File: src/rtl/uart_axil_pkg.sv
// Shared constants and state types for the UART command to AXI4-Lite bridge.
package uart_axil_pkg;

  localparam logic [7:0] CMD_WR    = 8'h57;
  localparam logic [7:0] CMD_RD    = 8'h52;
  localparam logic [7:0] ST_AXI_TO = 8'h04;

  typedef enum logic [2:0] {
    StIdle,
    StRxAddr,
    StRxData,
    StAxiAwW,
    StAxiB,
    StAxiAr,
    StAxiR,
    StTxResp
  } state_e;

  typedef enum logic [1:0] {
    SerIdle,
    SerSend,
    SerWaitBusy,
    SerWaitIdle
  } ser_state_e;

endpackage

File: src/rtl/uart_resp_ser.sv
// Response serializer: shifts out 1 or 5 bytes MSB first, pacing each byte on the
// transmitter busy flag (wait for busy to rise, then fall, before the next byte).
module uart_resp_ser
  import uart_axil_pkg::*;
(
  input  logic        clk,
  input  logic        rst,
  input  logic        load,
  input  logic        len5,
  input  logic [39:0] data,
  input  logic        tx_busy,
  output logic        tx_vld,
  output logic [7:0]  tx_dat,
  output logic        done
);

  ser_state_e  state_q, state_d;
  logic [39:0] sh_q, sh_d;
  logic [2:0]  rem_q, rem_d;
  logic        vld_q, vld_d;
  logic [7:0]  dat_q, dat_d;

  always_ff @(posedge clk or posedge rst) begin
    if (rst) begin
      state_q <= SerIdle;
      sh_q    <= '0;
      rem_q   <= '0;
      vld_q   <= 1'b0;
      dat_q   <= '0;
    end else begin
      state_q <= state_d;
      sh_q    <= sh_d;
      rem_q   <= rem_d;
      vld_q   <= vld_d;
      dat_q   <= dat_d;
    end
  end

  always_comb begin
    state_d = state_q;
    sh_d    = sh_q;
    rem_d   = rem_q;
    vld_d   = 1'b0;
    dat_d   = dat_q;
    done    = 1'b0;
    unique case (state_q)
      SerIdle: begin
        if (load) begin
          sh_d    = data;
          rem_d   = len5 ? 3'd5 : 3'd1;
          state_d = SerSend;
        end
      end
      SerSend: begin
        if (!tx_busy) begin
          vld_d   = 1'b1;
          dat_d   = sh_q[39:32];
          sh_d    = {sh_q[31:0], 8'h00};
          rem_d   = rem_q - 3'd1;
          state_d = SerWaitBusy;
        end
      end
      SerWaitBusy: begin
        if (tx_busy) state_d = SerWaitIdle;
      end
      SerWaitIdle: begin
        if (!tx_busy) begin
          if (rem_q == 3'd0) begin
            done    = 1'b1;
            state_d = SerIdle;
          end else begin
            state_d = SerSend;
          end
        end
      end
      default: state_d = SerIdle;
    endcase
  end

  assign tx_vld = vld_q;
  assign tx_dat = dat_q;

endmodule

File: src/rtl/uart_axil_bridge.sv
// UART byte-frame command responder: parses write/read frames, issues one AXI4-Lite
// transaction per frame and returns status (and read data) bytes to the UART.
module uart_axil_bridge
  import uart_axil_pkg::*;
#(
  parameter int unsigned P_TIMEOUT_CYC = 1_000_000,
  parameter int unsigned P_AXI_TO_CYC  = 65535
) (
  input  logic        clk,
  input  logic        rst,
  input  logic        i_rx_vld,
  input  logic [7:0]  i_rx_dat,
  input  logic        i_rx_stpbt_err,
  output logic        o_tx_vld,
  output logic [7:0]  o_tx_dat,
  input  logic        i_tx_busy,
  output logic [31:0] m_axi_awaddr,
  output logic        m_axi_awvalid,
  input  logic        m_axi_awready,
  output logic [31:0] m_axi_wdata,
  output logic [3:0]  m_axi_wstrb,
  output logic        m_axi_wvalid,
  input  logic        m_axi_wready,
  input  logic [1:0]  m_axi_bresp,
  input  logic        m_axi_bvalid,
  output logic        m_axi_bready,
  output logic [31:0] m_axi_araddr,
  output logic        m_axi_arvalid,
  input  logic        m_axi_arready,
  input  logic [31:0] m_axi_rdata,
  input  logic [1:0]  m_axi_rresp,
  input  logic        m_axi_rvalid,
  output logic        m_axi_rready
);

  state_e      state_q, state_d;
  logic        is_wr_q, is_wr_d;
  logic [1:0]  cnt_q, cnt_d;
  logic [31:0] addr_q, addr_d;
  logic [31:0] wdata_q, wdata_d;
  logic [31:0] rdata_q, rdata_d;
  logic [7:0]  status_q, status_d;
  logic        aw_done_q, aw_done_d;
  logic        w_done_q, w_done_d;
  logic [31:0] ibt_q, ibt_d;
  logic [31:0] axi_cnt_q, axi_cnt_d;
  logic        ibt_to, axi_to, go_tx, ser_load, ser_done;

  always_ff @(posedge clk or posedge rst) begin
    if (rst) begin
      state_q   <= StIdle;
      is_wr_q   <= 1'b0;
      cnt_q     <= '0;
      addr_q    <= '0;
      wdata_q   <= '0;
      rdata_q   <= '0;
      status_q  <= '0;
      aw_done_q <= 1'b0;
      w_done_q  <= 1'b0;
      ibt_q     <= '0;
      axi_cnt_q <= '0;
    end else begin
      state_q   <= state_d;
      is_wr_q   <= is_wr_d;
      cnt_q     <= cnt_d;
      addr_q    <= addr_d;
      wdata_q   <= wdata_d;
      rdata_q   <= rdata_d;
      status_q  <= status_d;
      aw_done_q <= aw_done_d;
      w_done_q  <= w_done_d;
      ibt_q     <= ibt_d;
      axi_cnt_q <= axi_cnt_d;
    end
  end

  assign ibt_to = (P_TIMEOUT_CYC != 32'd0) && (ibt_q >= P_TIMEOUT_CYC);
  assign axi_to = (axi_cnt_q + 32'd1 >= P_AXI_TO_CYC);

  always_comb begin
    state_d   = state_q;
    is_wr_d   = is_wr_q;
    cnt_d     = cnt_q;
    addr_d    = addr_q;
    wdata_d   = wdata_q;
    rdata_d   = rdata_q;
    status_d  = status_q;
    aw_done_d = aw_done_q;
    w_done_d  = w_done_q;
    ibt_d     = ibt_q;
    axi_cnt_d = axi_cnt_q;
    go_tx     = 1'b0;
    ser_load  = 1'b0;
    unique case (state_q)
      StIdle: begin
        if (i_rx_vld && !i_rx_stpbt_err && (i_rx_dat == CMD_WR || i_rx_dat == CMD_RD)) begin
          is_wr_d = (i_rx_dat == CMD_WR);
          cnt_d   = 2'd0;
          ibt_d   = '0;
          state_d = StRxAddr;
        end
      end
      StRxAddr, StRxData: begin
        if (i_rx_vld) begin
          ibt_d = '0;
          if (i_rx_stpbt_err) begin
            state_d = StIdle;
          end else begin
            if (state_q == StRxAddr) addr_d = {addr_q[23:0], i_rx_dat};
            else                     wdata_d = {wdata_q[23:0], i_rx_dat};
            cnt_d = cnt_q + 2'd1;
            if (cnt_q == 2'd3) begin
              axi_cnt_d = '0;
              aw_done_d = 1'b0;
              w_done_d  = 1'b0;
              if (state_q == StRxData) state_d = StAxiAwW;
              else if (is_wr_q)        state_d = StRxData;
              else                     state_d = StAxiAr;
            end
          end
        end else if (ibt_to) begin
          state_d = StIdle;
        end else begin
          ibt_d = ibt_q + 32'd1;
        end
      end
      StAxiAwW: begin
        // AW and W complete independently; advance once both have been accepted
        aw_done_d = aw_done_q | (m_axi_awvalid & m_axi_awready);
        w_done_d  = w_done_q | (m_axi_wvalid & m_axi_wready);
        if (aw_done_d && w_done_d) begin
          axi_cnt_d = '0;
          state_d   = StAxiB;
        end else if (axi_to) begin
          status_d = ST_AXI_TO;
          rdata_d  = '0;
          go_tx    = 1'b1;
        end else begin
          axi_cnt_d = axi_cnt_q + 32'd1;
        end
      end
      StAxiB: begin
        if (m_axi_bvalid) begin
          status_d = {6'b0, m_axi_bresp};
          rdata_d  = '0;
          go_tx    = 1'b1;
        end else if (axi_to) begin
          status_d = ST_AXI_TO;
          rdata_d  = '0;
          go_tx    = 1'b1;
        end else begin
          axi_cnt_d = axi_cnt_q + 32'd1;
        end
      end
      StAxiAr: begin
        if (m_axi_arready) begin
          axi_cnt_d = '0;
          state_d   = StAxiR;
        end else if (axi_to) begin
          status_d = ST_AXI_TO;
          rdata_d  = '0;
          go_tx    = 1'b1;
        end else begin
          axi_cnt_d = axi_cnt_q + 32'd1;
        end
      end
      StAxiR: begin
        if (m_axi_rvalid) begin
          status_d = {6'b0, m_axi_rresp};
          rdata_d  = m_axi_rdata;
          go_tx    = 1'b1;
        end else if (axi_to) begin
          status_d = ST_AXI_TO;
          rdata_d  = '0;
          go_tx    = 1'b1;
        end else begin
          axi_cnt_d = axi_cnt_q + 32'd1;
        end
      end
      StTxResp: begin
        if (ser_done) state_d = StIdle;
      end
      default: state_d = StIdle;
    endcase
    if (go_tx) begin
      ser_load = 1'b1;
      state_d  = StTxResp;
    end
  end

  assign m_axi_awaddr  = addr_q;
  assign m_axi_araddr  = addr_q;
  assign m_axi_wdata   = wdata_q;
  assign m_axi_awvalid = (state_q == StAxiAwW) && !aw_done_q;
  assign m_axi_wvalid  = (state_q == StAxiAwW) && !w_done_q;
  assign m_axi_wstrb   = (state_q == StAxiAwW) ? 4'hF : 4'h0;
  assign m_axi_bready  = (state_q == StAxiB);
  assign m_axi_arvalid = (state_q == StAxiAr);
  assign m_axi_rready  = (state_q == StAxiR);

  uart_resp_ser u_ser (
    .clk     (clk),
    .rst     (rst),
    .load    (ser_load),
    .len5    (!is_wr_q),
    .data    ({status_d, rdata_d}),
    .tx_busy (i_tx_busy),
    .tx_vld  (o_tx_vld),
    .tx_dat  (o_tx_dat),
    .done    (ser_done)
  );

endmodule

File: config.mk
export PLATFORM = sky130hd
export DESIGN_NAME = uart_axil_bridge
export DESIGN_NICKNAME = d
export VERILOG_FILES = /design/src/rtl/uart_axil_pkg.sv /design/src/rtl/uart_resp_ser.sv /design/src/rtl/uart_axil_bridge.sv
export SDC_FILE = /design/constraint.sdc
export NUM_CORES = 1
export LEC_CHECK = 0
export CAP_MARGIN = 10
export CELL_PAD_IN_SITES_DETAIL_PLACEMENT = 0
export CELL_PAD_IN_SITES_GLOBAL_PLACEMENT = 1
export CORE_MARGIN = 2
export CORE_UTILIZATION = 42
export CTS_CLUSTER_DIAMETER = 60
export CTS_CLUSTER_SIZE = 30
export DETAILED_ROUTE_END_ITERATION = 6
export PLACE_DENSITY_LB_ADDON = 0.1
export SYNTH_ARGS = -nofsm -noshare
export SYNTH_HDL_FRONTEND = slang
export SYNTH_SLANG_ARGS = --single-unit
File: constraint.sdc
create_clock -name clk -period 9 [get_ports clk]
set_clock_uncertainty 0.15 [all_clocks]
set_input_delay 0.9 -clock clk [delete_from_list [all_inputs] [get_ports clk]]
set_output_delay 0.9 -clock clk [all_outputs]
set_load 0.02 [all_outputs]
==> metrics <==
share of post-route cells with drive strength above 1 approximately 13%; DRC 0; sw power 1.62 mW; CTS H-Tree Depth 1; largest fanout on the critical path 35; first drt pass iteration count 7; die area 27400 µm²; CTS tree built; Least-Margin Pin Slew ~1200 ps; total of max-cap violations 0; Final Non-Filler Cells approximately 1500; share of the synthesized area in the top cell type between 50% and 60%; clock sink count between 200 and 250; Cell Rows roughly 60; CTS root buf clkbuf_16; setup_tns 0 ps; Remaining Overflow, GRT 0; initial antenna violation count 2; total global-route track usage about a fifth; clock power share between 20% and 30%; Seq/Total Area, Yosys around half; max-slew violation count 0; area of the multi-input gates roughly 4800 µm²; number of nets in the layout 1230; Post-synth EDFFs 0; Flop pwr share between 30% and 40%; minimum clock period 4500 ps; GPL Wtd Cong about 0.8; Resized cells post-CTS 0; CP arrival ~4700 ps; YS warnings 0; Inst Count DP between 1000 and 1500; power density cells about 310 nW/µm²; Fillers approximately 2400; Final period util 50.0%; routed len/inst 18.4 µm; RSZ-0062 raised after global routing false; Die Height 166 µm; Num CTS Buffers 21; most frequent cells after synthesis dfrtp_1, nand2_1, mux2_2; most instantiated library cell after synthesis dfrtp_1; final setup violation count 0; Core ar. approximately 26000 µm²; Worst Path Required about 9200 ps; Starting Density a little over two fifths; Comb pwr share 39.8%; nature of the critical path startpoint flip-flop; Area Growth Syn to Fin 22.8%; run status complete, no violations; DP HPWL between 15000 and 20000 µm; crit end category flip-flop; peak supply drop approximately 0.22 mV; clk_lat worst skew around 510 ps; Sw Ratio 38.9%; Vias ~8600; wire length of the first global-routing pass approximately 46000 µm; Mapped Avg Cell Area 10.4 µm²; Reg area approximately 5500 µm²; synthesized instance count 1059; Synth Flop Type dfrtp_1; dominant cell type by area after synthesis dfrtp_1; clk buf depth 3; largest net degree at the start of global routing 94; Async SR Flop Fraction 100%; leak pwr 5.60 nW; vias in the first global route around 8200; #FFs+latches synth between 200 and 250; syn nets 1125; internal power 2.55 mW; DIE WIDTH around 170 µm; clock-pin slew on the worst setup and hold paths about 80 ps; mapped cell area 11000 µm²; Synth area leaders dfrtp_1, mux2_2, o221ai_1; Highest Clock Rate roughly 0.22 GHz; PortBufs between 150 and 200; post-synth cell types 73; Initial DRC Count 540; Hold Path Class flip-flop to flip-flop; Max-slew headroom around a fifth; final hold violation count 0; Ports approximately 170; post-CTS setup-driven buffer insertion count 0; CP Class flip-flop to flip-flop; Vias per Instance about 5.7; Total Wirelength around 28000 µm; Final Util a little over half; cts hold-fix bufs 0; DRT antenna net count 0; Tot Pwr between 4 and 5 mW
[stage by stage]
stage / area, µm² / hold slack (ps) / worst slack [ps]
2_1_floorplan: 11000 / 304 / 1900
3_5_place_dp: 12700 / 321 / 4500
4_1_cts: 13500 / 340 / 4490
6_report: 13500 / 335 / 4500
3_3_place_gp: 12700 / 316 / 4660
5_1_grt: 13500 / 362 / 4080
[metal layers]
metal / vias to the layer above / GRT usage (%) / wire [µm]
li1: 4091 / - / -
met1: 4233 / 28.9 / 13000
met2: 221 / 32.5 / 13000
met3: 32 / 3.56 / 1470
met4: 2 / 3.71 / 387
met5: - / 0 / 10
[power by group through the flow]
stage          Combinational (mW)  Sequential (mW)  Clock (mW)
2_1_floorplan               0.986             1.63           0
3_3_place_gp                 1.66             1.55           0
3_5_place_dp                 1.67             1.56           0
4_1_cts                      1.68             1.54        1.00
5_1_grt                      1.80             1.58        1.05
6_report                     1.66             1.54       0.973
[registers in the layout (all words and copies together) (netlist names), 2 cells and up]
signal / flops
rdata_q: 31
state_q: 3
ibt_q: 32
u_ser.rem_q: 3
u_ser.tx_dat: 8
u_ser.state_q: 2
cnt_q: 2
axi_cnt_q: 32
m_axi_wdata: 32
u_ser.sh_q: 40
m_axi_araddr: 32
[layout make-up]
cell class,count,share of cell area [%]
antenna,1,0.0186
clock buffer,21,3.90
clock inverter,16,1.72
inverter,39,1.14
multi-input combinational,699,35.9
sequential,221,41.0
tap,335,3.11
timing repair buffer,182,13.2
[placed cells by master (no fill, tap or decap), drive strengths merged, types with 8 or more instances in the layout]
cell type / synthesis / layout
inv: 38 / 50
buf: 49 / 14
and2: 20 / 20
and3: 14 / 14
mux2: 65 / 65
nand2: 100 / 100
nor4: 20 / 20
clkbuf: 51 / 22
nand3: 53 / 53
ha: 12 / 12
nor3: 15 / 15
or3: 12 / 12
a21oi: 28 / 28
a32o: 8 / 8
clkdlybuf4s50: 0 / 167
nand4: 13 / 13
o221ai: 47 / 47
dfrtp: 221 / 221
nor2: 59 / 59
a22o: 10 / 10
o21ai: 44 / 44
nor2b: 21 / 21
o221a: 26 / 26
xnor2: 17 / 17
[logic make-up (layout without fill, tap and decap cells)]
family | count (synthesis) | after routing | synth area share [%]
adder cells (fa/ha/maj) | 12 | 12 | 1.37
XOR/XNOR | 22 | 22 | 1.76
flip-flops | 221 | 221 | 50.4
AO/OA/AOI/OAI | 237 | 237 | 16.8
AND/OR/NAND/NOR | 361 | 361 | 16.8
buffers and inverters | 139 | 258 | 6.08
multiplexers | 67 | 67 | 6.85
other | 0 | 1 | 0
[worst paths after layout]
| check | start | slack [ps] | to | depth (start not counted) |
|---|---|---|---|---|
| worst min-delay path | u_ser.tx_dat[6] | 340 | u_ser.tx_dat[6] | 2 |
| worst max register to register | axi_cnt_q[0] | 4500 | axi_cnt_q[31] | 10 |
| max in group asynchronous | rst | 6580 | u_ser.sh_q[23] | 3 |
| worst max-delay path | axi_cnt_q[0] | 4500 | axi_cnt_q[31] | 10 |
| worst min register to register | u_ser.tx_dat[6] | 340 | u_ser.tx_dat[6] | 2 |
| min in group asynchronous | rst | 710 | ibt_q[8] | 2 |
[critical path: stages (launching register included)]
cell	delay, ps
dfrtp_1	420
ha_1	270
nand2_1	160
nor4_1	500
a21boi_0	190
a211o_1	320
or4b_1	750
or2_2	550
buf_4	330
a21oi_2	590
nor2b_1	120
(Power assumes the default switching activity.)
